===== src/rtl/keypad_if.sv =====
// Keypad scanner signal bundle: row/column lines toward the keypad
// and the decoded key event toward the consumer (hex/display chain).
interface keypad_if;
    logic [3:0] rows;
    logic [3:0] cols;
    logic [3:0] key_code;
    logic       key_valid;
    logic       key_held;

    // master: the scanner itself
    modport master (
        input  rows,
        output cols, key_code, key_valid, key_held
    );

    // slave: keypad matrix plus downstream key consumer
    modport slave (
        output rows,
        input  cols, key_code, key_valid, key_held
    );
endinterface


===== src/rtl/keypad_scanner.sv =====
// 4x4 hex keypad scanner: walks one active-low column at a time, samples
// the synchronized rows at the end of each column dwell, classifies each
// full scan as none/single/multi and debounces presses and releases.
//
// state      | meaning
// -----------+-----------------------------------------------------------
// ST_IDLE    | no key accepted, waiting for a single-key scan
// ST_DEBOUNCE| same single key seen on cnt consecutive scans
// ST_PRESSED | key accepted and strobed; rollover keys are ignored
// ST_RELEASE | no key seen on cnt consecutive scans
module keypad_scanner #(
    parameter int SCAN_DIV       = 100000,
    parameter int DEBOUNCE_SCANS = 4
) (
    input  logic     clk_i,
    input  logic     rst_i,
    keypad_if.master kp
);

    localparam int DW = (SCAN_DIV > 1) ? $clog2(SCAN_DIV) : 1;
    localparam int CW = $clog2(DEBOUNCE_SCANS + 1);
    localparam logic [DW-1:0] DWELL_LAST = DW'(SCAN_DIV - 1);
    localparam logic [CW-1:0] CNT_MAX    = CW'(DEBOUNCE_SCANS);

    // hit counts saturate at 2: anything above one key is just "multi"
    localparam logic [1:0] HITS_NONE  = 2'd0;
    localparam logic [1:0] HITS_ONE   = 2'd1;
    localparam logic [1:0] HITS_MULTI = 2'd2;

    typedef enum logic [1:0] {
        ST_IDLE,
        ST_DEBOUNCE,
        ST_PRESSED,
        ST_RELEASE
    } state_t;

    function automatic logic [3:0] key_map(input logic [1:0] r, input logic [1:0] c);
        logic [3:0] k;
        case ({r, c})
            4'h0: k = 4'h1;  4'h1: k = 4'h2;  4'h2: k = 4'h3;  4'h3: k = 4'hA;
            4'h4: k = 4'h4;  4'h5: k = 4'h5;  4'h6: k = 4'h6;  4'h7: k = 4'hB;
            4'h8: k = 4'h7;  4'h9: k = 4'h8;  4'hA: k = 4'h9;  4'hB: k = 4'hC;
            4'hC: k = 4'hE;  4'hD: k = 4'h0;  4'hE: k = 4'hF;  default: k = 4'hD;
        endcase
        return k;
    endfunction

    logic [3:0]    rows_s1_q, rows_s2_q;
    logic [DW-1:0] dwell_q, dwell_d;
    logic [1:0]    col_q, col_d;
    logic [3:0]    cols_q;
    logic [1:0]    acc_cnt_q;
    logic [3:0]    acc_code_q;
    logic          scan_rdy_q;
    logic [1:0]    scan_cnt_q;
    logic [3:0]    scan_code_q;

    logic          scan_tick;
    logic [3:0]    row_hit;
    logic [2:0]    col_hits;
    logic [1:0]    col_row;
    logic [2:0]    hit_sum;
    logic [1:0]    merged_cnt;
    logic [3:0]    merged_code;

    state_t        state_q, state_d;
    logic [CW-1:0] cnt_q, cnt_d, cnt_inc;
    logic [3:0]    cand_q, cand_d;
    logic [3:0]    key_code_q, key_code_d;
    logic          key_valid_q, key_valid_d;
    logic          key_held_q, key_held_d;

    // Dwell/column sequencing and merge of this column's hits into the scan accumulator
    always_comb begin
        scan_tick = (dwell_q == DWELL_LAST);
        dwell_d   = scan_tick ? '0 : dwell_q + DW'(1);
        col_d     = scan_tick ? col_q + 2'd1 : col_q;
        row_hit   = ~rows_s2_q;
        col_hits  = 3'(row_hit[0]) + 3'(row_hit[1]) + 3'(row_hit[2]) + 3'(row_hit[3]);
        col_row   = 2'd0;
        for (int i = 3; i >= 0; i--) begin
            if (row_hit[i]) col_row = 2'(i);
        end
        hit_sum     = {1'b0, acc_cnt_q} + col_hits;
        merged_cnt  = (hit_sum >= 3'd2) ? HITS_MULTI : hit_sum[1:0];
        merged_code = (acc_cnt_q == HITS_NONE) ? key_map(col_row, col_q) : acc_code_q;
    end

    // Row synchronizer, column drive and per-scan result capture
    always_ff @(posedge clk_i) begin
        if (rst_i) begin
            rows_s1_q   <= 4'hF;
            rows_s2_q   <= 4'hF;
            dwell_q     <= '0;
            col_q       <= 2'd0;
            cols_q      <= 4'b1110;
            acc_cnt_q   <= HITS_NONE;
            acc_code_q  <= 4'h0;
            scan_rdy_q  <= 1'b0;
            scan_cnt_q  <= HITS_NONE;
            scan_code_q <= 4'h0;
        end else begin
            rows_s1_q  <= kp.rows;
            rows_s2_q  <= rows_s1_q;
            dwell_q    <= dwell_d;
            col_q      <= col_d;
            cols_q     <= ~(4'b0001 << col_d);
            scan_rdy_q <= 1'b0;
            if (scan_tick) begin
                if (col_q == 2'd3) begin
                    scan_cnt_q  <= merged_cnt;
                    scan_code_q <= merged_code;
                    scan_rdy_q  <= 1'b1;
                    acc_cnt_q   <= HITS_NONE;
                    acc_code_q  <= 4'h0;
                end else begin
                    acc_cnt_q  <= merged_cnt;
                    acc_code_q <= merged_code;
                end
            end
        end
    end

    // Debounce FSM: acts only on the cycle a completed scan result is presented
    always_comb begin
        state_d     = state_q;
        cnt_d       = cnt_q;
        cand_d      = cand_q;
        key_code_d  = key_code_q;
        key_valid_d = 1'b0;
        key_held_d  = key_held_q;
        cnt_inc     = (cnt_q == CNT_MAX) ? cnt_q : cnt_q + CW'(1);
        if (scan_rdy_q) begin
            case (state_q)
                ST_IDLE: begin
                    if (scan_cnt_q == HITS_ONE) begin
                        cand_d  = scan_code_q;
                        cnt_d   = CW'(1);
                        state_d = ST_DEBOUNCE;
                    end
                end
                ST_DEBOUNCE: begin
                    if (scan_cnt_q == HITS_ONE && scan_code_q == cand_q) begin
                        cnt_d = cnt_inc;
                        if (cnt_inc == CNT_MAX) begin
                            state_d     = ST_PRESSED;
                            key_code_d  = cand_q;
                            key_valid_d = 1'b1;
                            key_held_d  = 1'b1;
                        end
                    end else begin
                        cnt_d   = '0;
                        state_d = ST_IDLE;
                    end
                end
                ST_PRESSED: begin
                    if (scan_cnt_q == HITS_NONE) begin
                        cnt_d   = CW'(1);
                        state_d = ST_RELEASE;
                    end
                end
                default: begin
                    if (scan_cnt_q == HITS_NONE) begin
                        cnt_d = cnt_inc;
                        if (cnt_inc == CNT_MAX) begin
                            cnt_d      = '0;
                            key_held_d = 1'b0;
                            state_d    = ST_IDLE;
                        end
                    end else begin
                        cnt_d   = '0;
                        state_d = ST_PRESSED;
                    end
                end
            endcase
        end
    end

    // FSM and output registers
    always_ff @(posedge clk_i) begin
        if (rst_i) begin
            state_q     <= ST_IDLE;
            cnt_q       <= '0;
            cand_q      <= 4'h0;
            key_code_q  <= 4'h0;
            key_valid_q <= 1'b0;
            key_held_q  <= 1'b0;
        end else begin
            state_q     <= state_d;
            cnt_q       <= cnt_d;
            cand_q      <= cand_d;
            key_code_q  <= key_code_d;
            key_valid_q <= key_valid_d;
            key_held_q  <= key_held_d;
        end
    end

    assign kp.cols      = cols_q;
    assign kp.key_code  = key_code_q;
    assign kp.key_valid = key_valid_q;
    assign kp.key_held  = key_held_q;

endmodule


===== src/flat_wrapper.sv =====
// flat-port wrapper written by rule: the top's interface ports become plain ports
module keypad_scanner_flat 
#(
    parameter int SCAN_DIV       = 100000,
    parameter int DEBOUNCE_SCANS = 4
)
  (clk_i, rst_i, kp_rows, kp_cols, kp_key_code, kp_key_valid, kp_key_held);
  keypad_if kp_i ();
  input  logic clk_i;
  input  logic rst_i;
  input wire logic [$bits(kp_i.rows)-1:0] kp_rows;
  output wire logic [$bits(kp_i.cols)-1:0] kp_cols;
  output wire logic [$bits(kp_i.key_code)-1:0] kp_key_code;
  output wire logic [$bits(kp_i.key_valid)-1:0] kp_key_valid;
  output wire logic [$bits(kp_i.key_held)-1:0] kp_key_held;
  assign kp_i.rows = kp_rows;
  assign kp_cols = kp_i.cols;
  assign kp_key_code = kp_i.key_code;
  assign kp_key_valid = kp_i.key_valid;
  assign kp_key_held = kp_i.key_held;
  keypad_scanner #(.SCAN_DIV(SCAN_DIV), .DEBOUNCE_SCANS(DEBOUNCE_SCANS)) u_core (.clk_i(clk_i), .rst_i(rst_i), .kp(kp_i));
endmodule

===== config.mk =====
export PLATFORM = sky130hd
export DESIGN_NAME = keypad_scanner_flat
export DESIGN_NICKNAME = d
export VERILOG_FILES = /design/src/rtl/keypad_if.sv /design/src/rtl/keypad_scanner.sv /design/src/flat_wrapper.sv
export SDC_FILE = /design/constraint.sdc
export NUM_CORES = 1
export LEC_CHECK = 0
export CAP_MARGIN = 15
export CORE_MARGIN = 3
export CORE_UTILIZATION = 40
export CTS_CLUSTER_SIZE = 30
export DETAILED_ROUTE_END_ITERATION = 10
export GPL_ROUTABILITY_DRIVEN = 0
export GPL_TIMING_DRIVEN = 0
export SLEW_MARGIN = 40
export SYNTH_ARGS = -nofsm -noshare
export SYNTH_HDL_FRONTEND = slang
export SYNTH_SLANG_ARGS = --single-unit
export TNS_END_PERCENT = 1

===== constraint.sdc =====
create_clock -name clk_i -period 3.2 [get_ports clk_i]
set_input_delay 0.96 -clock clk_i [delete_from_list [all_inputs] [get_ports clk_i]]
set_output_delay 0.96 -clock clk_i [all_outputs]
set_load 0.01 [all_outputs]

== After elaboration in Yosys (flattened, before gate mapping) ==
Memories as Yosys holds them, arrays and structs flattened.
Cells that the tools add are included.
Word-level totals
  output and inout port bits: 10
  input bits: 6
  RAM bits: 0
  memories kept: 1
  latch bits: 0
  word-level logic and storage cells: 91
  bits in registers: 59
  memory bits (read-only): 64
Cells by class
  multiply operators: 0
  shift-type cells: 1
  div/mod/pow operators: 0
  reductions and logical operators: 15
  equality and inequality tests: 13
  bitwise gates (word level): 7
  $lt $le $gt $ge: 1
  add/subtract/negate cells: 7
  multiplexer cells: 30
Memory list
  (no name shown): depth 16, bits a word 4, read ports 1, clocked after Yosys merged registers in 0, wr ports 0, line keypad_scanner.sv:39  | case ({r, c})
Operators with widths (number)
  2-bit two-way mux: 13
  3-bit two-way mux: 6
  17-bit by 1-bit adder with 17-bit output (second input constant): 1
  17-bit == test (second input constant): 1
  5-bit AND reduction: 2
  3-bit case mux with 3 select lines: 1
  4-bit two-way mux: 2
  4-bit NOT: 2
  3-bit by 1-bit adder with 3-bit output: 2
  3-bit == test (second input constant): 2
  2-bit logical NOT: 3
  1-bit two-way mux: 6
  2-bit by 1-bit != test with 1-bit output (second input constant): 3
  2-bit case mux with 3 select lines: 1
  3-bit AND reduction: 2
  2-bit OR reduction: 3
  5-bit by 4-bit != test with 1-bit output (second input constant): 1
  1-bit NOT: 5
  2-bit by 1-bit == test with 1-bit output (second input constant): 2
  2-bit == test (second input constant): 2
  4-bit == test: 1
  4-bit AND reduction: 1
  4-bit OR reduction: 1
  1-bit by 2-bit left shift with 4-bit output (first input constant): 1
  other kinds (10): 10

== Logic depth before layout (Yosys ltp) ==
Gate-level depths: netlist of run 1.
  depth after elaboration: 8
  mapped depth: 11
  gate-level depth less buffers: 10

== Least setup slack after synthesis of run 1 ==
OpenSTA, ideal clock, no wires.
  path type: reg2reg
  from: register u_core.rows_s2_q[0]
  to: register u_core.acc_cnt_q[0]
  path buffers: 1
  stages on the path, launching flop included: 12
  slack: 0.645 ns
  setup time: 0.071 ns
  arrival time: 2.484 ns
  period minus slack after synthesis: 2.555 ns
  required time: 3.129 ns
  path through: dfxtp_1 buf_2 inv_1 ha_1 fa_1 ha_1 inv_1 fa_1 xor2_1 nand3_1 or3_1 a21oi_1
On the way
  longest elaborated chain between the ends: 8
RTL lines
  from (decl): line keypad_scanner.sv:48  | logic [3:0] rows_s1_q, rows_s2_q;
  from (signal assigned): line keypad_scanner.sv:104  | rows_s2_q <= rows_s1_q;
  4-bit NOT (*): line keypad_scanner.sv:78  | row_hit = ~rows_s2_q;
  1-bit by 1-bit adder with 2-bit output (*): line keypad_scanner.sv:79  | col_hits = 3'(row_hit[0]) + 3'(row_hit[1]) + 3'(row_hit[2]) + 3'(row_hit[3]);
  3-bit by 1-bit adder with 3-bit output (*) (2 in a row): line keypad_scanner.sv:79
  2-bit by 3-bit adder with 3-bit output (*): line keypad_scanner.sv:84  | hit_sum = {1'b0, acc_cnt_q} + col_hits;
  3-bit by 2-bit greater-or-equal comparator with 1-bit output: line keypad_scanner.sv:85  | merged_cnt = (hit_sum >= 3'd2) ? HITS_MULTI : hit_sum[1:0];
  2-bit two-way mux (*): line keypad_scanner.sv:85
  2-bit two-way mux (*): line keypad_scanner.sv:110  | if (col_q == 2'd3) begin
  to (signal assigned): line keypad_scanner.sv:117  | acc_cnt_q <= merged_cnt;
  to (decl): line keypad_scanner.sv:52  | logic [1:0] acc_cnt_q;
Every way passes the cells marked *; elsewhere a longest branch is shown, timed or not.
A chain may end at the register's enable or synchronous reset.

== Worst setup path after layout of run 1 ==
Same ends and word-level chain as after synthesis.

==> key figures, run 1 <==
Detailed routing
  • Antenna Violating Nets Remaining: 0
  • DRC: 0
  • Wirelength per Cell: 13.7 um
  • DR iter-0 viols: 142
  • Final WL: 6270 um
  • Vias per inst: 5.41
  • Total number of vias: 2471
  • Initial DRT Pass Iterations: 5

Logic synthesis
  • Dominant synthesized flop cell: dfxtp_1
  • Number of synthesized flops with an enable pin: 0
  • Synth Net Count: 349
  • Area leader, netlist: dfxtp_1
  • Synth Cell Area: 2910 sq um
  • Count leader, synth: dfxtp_1
  • Register area share after synthesis: 40.5%
  • Top-area cell type share of the netlist area: 40.5%
  • Post-synth top cells: dfxtp_1, nand2_1, nor2_1
  • Synth unique cells: 57
  • Asr flop ratio synth: 0%
  • Dominant cells by area after synthesis: dfxtp_1, ha_1, xor2_1
  • Yosys reg bits: 59
  • Synth Warn #: 0
  • Synthesized area per cell: 8.80 sq um
  • Gate Count Post-Synth: 331

Floorplanning
  • Die area: 8340 sq um
  • Row count: 30
  • CORE AREA: 6940 sq um
  • Initial Util: 41.9%
  • Ports: 16
  • Die H: 91.3 um
  • Die width: 91.3 um

Pwr
  • Switching power: 0.328 mW
  • Final Power: 1.51 mW
  • Sw Share: 21.7%
  • LEAKAGE: 1.27 nW
  • Power Internal: 1.18 mW
  • PwrDens: 447 nW/um^2
  • Part of the power in registers: 49.4%
  • Clk pwr share: 47.2%
  • VDD IR max: 225 uV
  • Combinational power share: 3.5%

Clock network
  • Clock root buffer: clkbuf_8
  • CTS Hold Bufs: 0
  • Clock Path Buffers: 2
  • CTS Sinks: 59
  • # H-tree levels: 3
  • Clock transition at the registers of the reported paths: 0.07 ns
  • CTS Buf Count: 9
  • Clock tree from TritonCTS: done
  • Clk_lat worst skew: 0.33 ns
  • Post-CTS sizing: 0
  • Postcts setup bufs: 0

Layout
  • Fillers: 664
  • Diode count: 0
  • Ratio of cells with drive above 1 in the final layout: 10.5%
  • Fin nets: 374
  • Register Area: 1180 sq um
  • Layout area overhead: 16.2%
  • Multi-input logic area: 1570 sq um
  • Util after Layout: 48.8%

Timing
  • RSZ-0062 raised after global routing: no
  • Max-slew violation count: 0
  • FMAX: 0.360 GHz
  • Final setup fails: 0
  • Final Critical Period: 2.78 ns
  • Clock Skew: 0.0107 ns
  • Tcrit/Tclk final: 86.7%
  • Setup TNS: 0 ns
  • Post-route setup slack: 0.424 ns
  • Actual slew at the worst max-slew pin: 0.591 ns
  • Slew HR: 60.1%
  • Final hold vios: 0

Setup path
  • R2R Path Start: u_core.rows_s2_q[0]
  • Critical path type: reg2reg
  • Critical path arrival: 3.04 ns
  • Worst r2r dst: u_core.acc_cnt_q[0]
  • Worst reg2reg path depth: 11
  • Startpoint types: register
  • Critical Path Fanout Max: 9
  • Worst reg2reg setup slack: 0.42 ns
  • Type of element capturing the critical path: register
  • Worst Path Required: 3.46 ns

Global route
  • Total global-route track usage: 16.5%
  • First-pass GRT wire length: 11200 um
  • Largest net degree at the start of global routing: 11
  • Grt ovf: 0
  • Vias in the first global route: 2455
  • Antenna violations before repair: 0

Placed design
  • Post-DP HPWL: 4330 um
  • Pre-CTS WS: 0.428 ns
  • Port bufs: 14

Worst hold path
  • Hold Path Depth: 1
  • Path type of the worst min-delay path: reg2reg
  • Hold endpoint: u_core.rows_s2_q[3]
  • Hold Startpoint: u_core.rows_s1_q[3]

Run status
  • Status: finished, final reports clean

Run
  • Max-cap violations: 0
-- cell usage in the layout (no fill, tap or decap), types with 6 or more instances in the layout --
cell and count:
clkbuf_1 8, nor2_1 23, o21ai_0 15, or2_2 9
nand4_1 10, xor2_1 14, clkdlybuf4s50_1 14, mux2i_1 8
a21oi_1 20, nor3_1 11, clkbuf_8 12, dfxtp_1 59
or3_1 6, nand3_1 9, inv_1 18, nand2_1 29
ha_1 10
-- how the worst max path moves through the flow --
stage / start / to / slack, ns / cells past startpoint
6_report: u_core.rows_s2_q[0] / u_core.acc_cnt_q[0] / 0.42 / 11
5_1_grt: u_core.rows_s2_q[0] / u_core.acc_cnt_q[0] / 0.23 / 11
4_1_cts: u_core.rows_s2_q[0] / u_core.acc_cnt_q[0] / 0.39 / 11
3_5_place_dp: u_core.rows_s2_q[0] / u_core.acc_cnt_q[0] / 0.43 / 11
3_3_place_gp: u_core.rows_s2_q[0] / u_core.acc_cnt_q[0] / 0.48 / 11
2_1_floorplan: u_core.rows_s2_q[0] / u_core.acc_cnt_q[0] / 0.64 / 11
-- metal layers --
layer,part of all wire [%],global-route usage [%],vias up,wire length [um]
met5,0,0,-,0
met4,3.1,10.9,0,196
met3,5.4,3.73,19,338
li1,-,-,1241,-
met1,49,21.9,1144,3080
met2,42,23.8,67,2650
-- flip-flops by register name, summed over array words and instances (netlist names), 3 cells and up --
name                flops
u_core.dwell_q         17
u_core.acc_code_q       4
u_core.cand_q           4
u_core.kp.cols          4
u_core.kp.key_code      4
u_core.rows_s1_q        4
u_core.rows_s2_q        4
u_core.scan_code_q      4
u_core.cnt_q            3
-- critical path: stages, from the launching register on --
cell and delay [ns]:
dfxtp_1 0.31, buf_2 0.18, inv_1 0.08, ha_1 0.31
fa_1 0.48, ha_1 0.13, inv_1 0.05, fa_1 0.39
xor2_1 0.20, nand3_1 0.11, or3_1 0.33, a21oi_1 0.14
-- area by class of cell --
| class | instances | area share [%] |
|---|---|---|
| plain buffers | 16 | 2.59 |
| clock buffers | 12 | 4.88 |
| clock inverters | 4 | 1.40 |
| inverters | 20 | 2.22 |
| multi-input cells | 236 | 46.3 |
| flip-flops and latches | 59 | 34.9 |
| well taps | 96 | 3.55 |
| repair buffers | 14 | 4.14 |
-- stage by stage --
stage,instances,hold slack [ns],area (sq um)
floorplan,331,0.389,2910
CTS,457,0.410,3390
finish,457,0.409,3390
global route,457,0.432,3390
global placement,441,0.393,3170
detailed placement,441,0.393,3170
-- power by group through the flow --
stage	combinational (mW)	clock [mW]	sequential [mW]
floorplan	0.0356	0	0.762
global placement	0.0522	0	0.763
detailed placement	0.0525	0	0.763
CTS	0.0530	0.733	0.746
global route	0.0597	0.761	0.747
finish	0.0523	0.713	0.747
-- logic make-up (layout without fill, tap and decap cells) --
| kind of cell | Yosys count | after routing | share of synthesized area (%) |
|---|---|---|---|
| AO/OA/AOI/OAI | 70 | 70 | 15.6 |
| XOR/XNOR | 17 | 17 | 5.11 |
| adder cells (fa/ha/maj) | 12 | 12 | 5.67 |
| buffers and inverters | 36 | 66 | 5.58 |
| flip-flops | 59 | 59 | 40.5 |
| multiplexers | 8 | 8 | 2.75 |
| AND/OR/NAND/NOR | 129 | 129 | 24.7 |
Note: power is estimated with default switching activity, not from simulation.
==> run 2: changes to the inputs <==
- PLACE_DENSITY: default -> 0.62
- RECOVER_POWER: default -> 50
==> run 2 against run 1 <==
  * Final area decreased by 1.8%
  * Count of clock-buffer cells in the layout decreased by 2
  * Flip-flop and latch count unchanged
  * Sequential share of layout area increased by 0.66 points
  * Utilization decreased by 0.90 points
  * Global-route usage decreased by 0.58 points
  * Critical endpoint unchanged
  * Largest power group unchanged
==> key figures, run 2 (synthesized netlist as in run 1, its figures left out) <==
Setup path
  • Worst path cell trace: buf_2 -> inv_1 -> ha_1 -> fa_1 -> ha_1 -> inv_1 -> fa_1 -> xor2_1 -> nand3_1 -> or3_1 -> a21oi_1
  • Worst Path Required: 3.46 ns
  • Critical path arrival: 3.02 ns
  • Critical Path Fanout Max: 9
  • Top Family by Delay on Critical Path: adder cells
  • Startpoint types: register
  • Type of element capturing the critical path: register
  • Slowest cell on the critical path: fa_1
  • Largest stage delay on the critical path: 0.48 ns
  • Critical path type: reg2reg
  • Buffers & Inverters on Critical Path: 3

Timing
  • RSZ-0062 raised after global routing: no
  • Clock Skew: 0.0108 ns
  • FMAX: 0.362 GHz
  • Setup TNS: 0 ns
  • Post-route setup slack: 0.440 ns
  • Final hold vios: 0
  • Max-slew violation count: 0
  • Final Critical Period: 2.76 ns
  • Actual slew at the worst max-slew pin: 0.541 ns
  • Final setup fails: 0
  • Slew HR: 63.5%
  • Hold Slack: 0.410 ns
  • Tcrit/Tclk final: 86.2%

Layout
  • Fillers: 713
  • Final Instance Area: 3320 sq um
  • Reg with most FFs: u_core.dwell_q
  • Multi-input logic area: 1570 sq um
  • Util after Layout: 47.9%
  • Commonest non-fill, non-tap cell in the layout: dfxtp_1
  • Finished Layout Cells: 456
  • Most frequent cells in the layout: dfxtp_1, nand2_1, nor2_1
  • Layout area overhead: 14.1%
  • Max reg flops: 17
  • Register Area: 1180 sq um
  • Fin nets: 374
  • Diode count: 0
  • Ratio of cells with drive above 1 in the final layout: 9.17%

Global route
  • Vias in the first global route: 2301
  • Grt ovf: 0
  • Antenna violations before repair: 0
  • Largest net degree at the start of global routing: 11
  • Total global-route track usage: 15.9%
  • First-pass GRT wire length: 10700 um

Pwr
  • VDD IR max: 190 uV
  • Sw Share: 24.0%
  • Clk pwr share: 42.5%
  • Final Power: 1.39 mW
  • Power Internal: 1.06 mW
  • Part of the power in registers: 53.8%
  • PwrDens: 418 nW/um^2
  • Switching power: 0.333 mW
  • LEAKAGE: 1.23 nW
  • Combinational power share: 3.7%

Floorplanning
  • Die area: 8340 sq um
  • Die width: 91.3 um
  • Die H: 91.3 um
  • CORE AREA: 6940 sq um
  • Initial Util: 41.9%
  • Ports: 16
  • Row count: 30

Placed design
  • Port bufs: 14
  • Post-DP HPWL: 4210 um
  • Area of placed instances: 3170 sq um
  • Placed insts: 441
  • Pre-CTS WS: 0.425 ns

Run status
  • Status: finished, final reports clean

Clock network
  • CTS Hold Bufs: 0
  • Clock tree from TritonCTS: done
  • Clock transition at the registers of the reported paths: 0.06 ns
  • CTS Sinks: 59
  • # H-tree levels: 3
  • Clk_lat worst skew: 0.34 ns
  • Clock Path Buffers: 2
  • Clock root buffer: clkbuf_8
  • Post-CTS sizing: 0
  • CTS Buf Count: 9
  • Postcts setup bufs: 0

Detailed routing
  • Antenna Violating Nets Remaining: 0
  • DRC: 0
  • Total number of vias: 2411
  • Vias per inst: 5.29
  • Final WL: 6030 um
  • Initial DRT Pass Iterations: 4
  • Wirelength per Cell: 13.2 um
  • DR iter-0 viols: 119

Worst hold path
  • Path type of the worst min-delay path: reg2reg

Run
  • Max-cap violations: 0
run 2: changes by cell type in the layout (fill, tap and decap cells not counted), moves of 2 or more:
cell,change
clkdlybuf4s50_1,-2
clkbuf_1,+4
buf_4,-2
clkbuf_8,-2
dlygate4sd3_1,+2
run 2: metal layers:
metal	up-vias	global-route usage, %	wire length (um)
met2	35	23.7	2650
met5	-	0	0
met4	0	6.16	93
met1	1128	22.0	3070
met3	10	3.98	219
li1	1238	-	-
run 2: final timing paths:
check / slack (ns) / to / cells after the start / start
hold reg to reg: 0.41 / u_core.rows_s2_q[2] / 1 / u_core.rows_s1_q[2]
hold / removal: 0.41 / u_core.rows_s2_q[2] / 1 / u_core.rows_s1_q[2]
setup / recovery: 0.44 / u_core.acc_cnt_q[0] / 11 / u_core.rows_s2_q[0]
setup reg to reg: 0.44 / u_core.acc_cnt_q[0] / 11 / u_core.rows_s2_q[0]
run 2: power groups by stage:
stage,Combinational [mW],Clock [mW],Sequential (mW)
3_5_place_dp,0.0524,0,0.763
5_1_grt,0.0585,0.649,0.747
4_1_cts,0.0528,0.609,0.747
3_3_place_gp,0.0522,0,0.763
6_report,0.0516,0.590,0.747
2_1_floorplan,0.0356,0,0.762
run 2: cell type report:
type                            count  share of cell area [%]
Inverter                           20                    2.26
Clock buffer                       10                    4.14
Clock inverter                      5                   0.904
Tap cell                           96                    3.61
Sequential cell                    59                    35.5
Timing Repair Buffer               14                    4.22
Multi-Input combinational cell    236                    47.2
Buffer                             16                    2.15
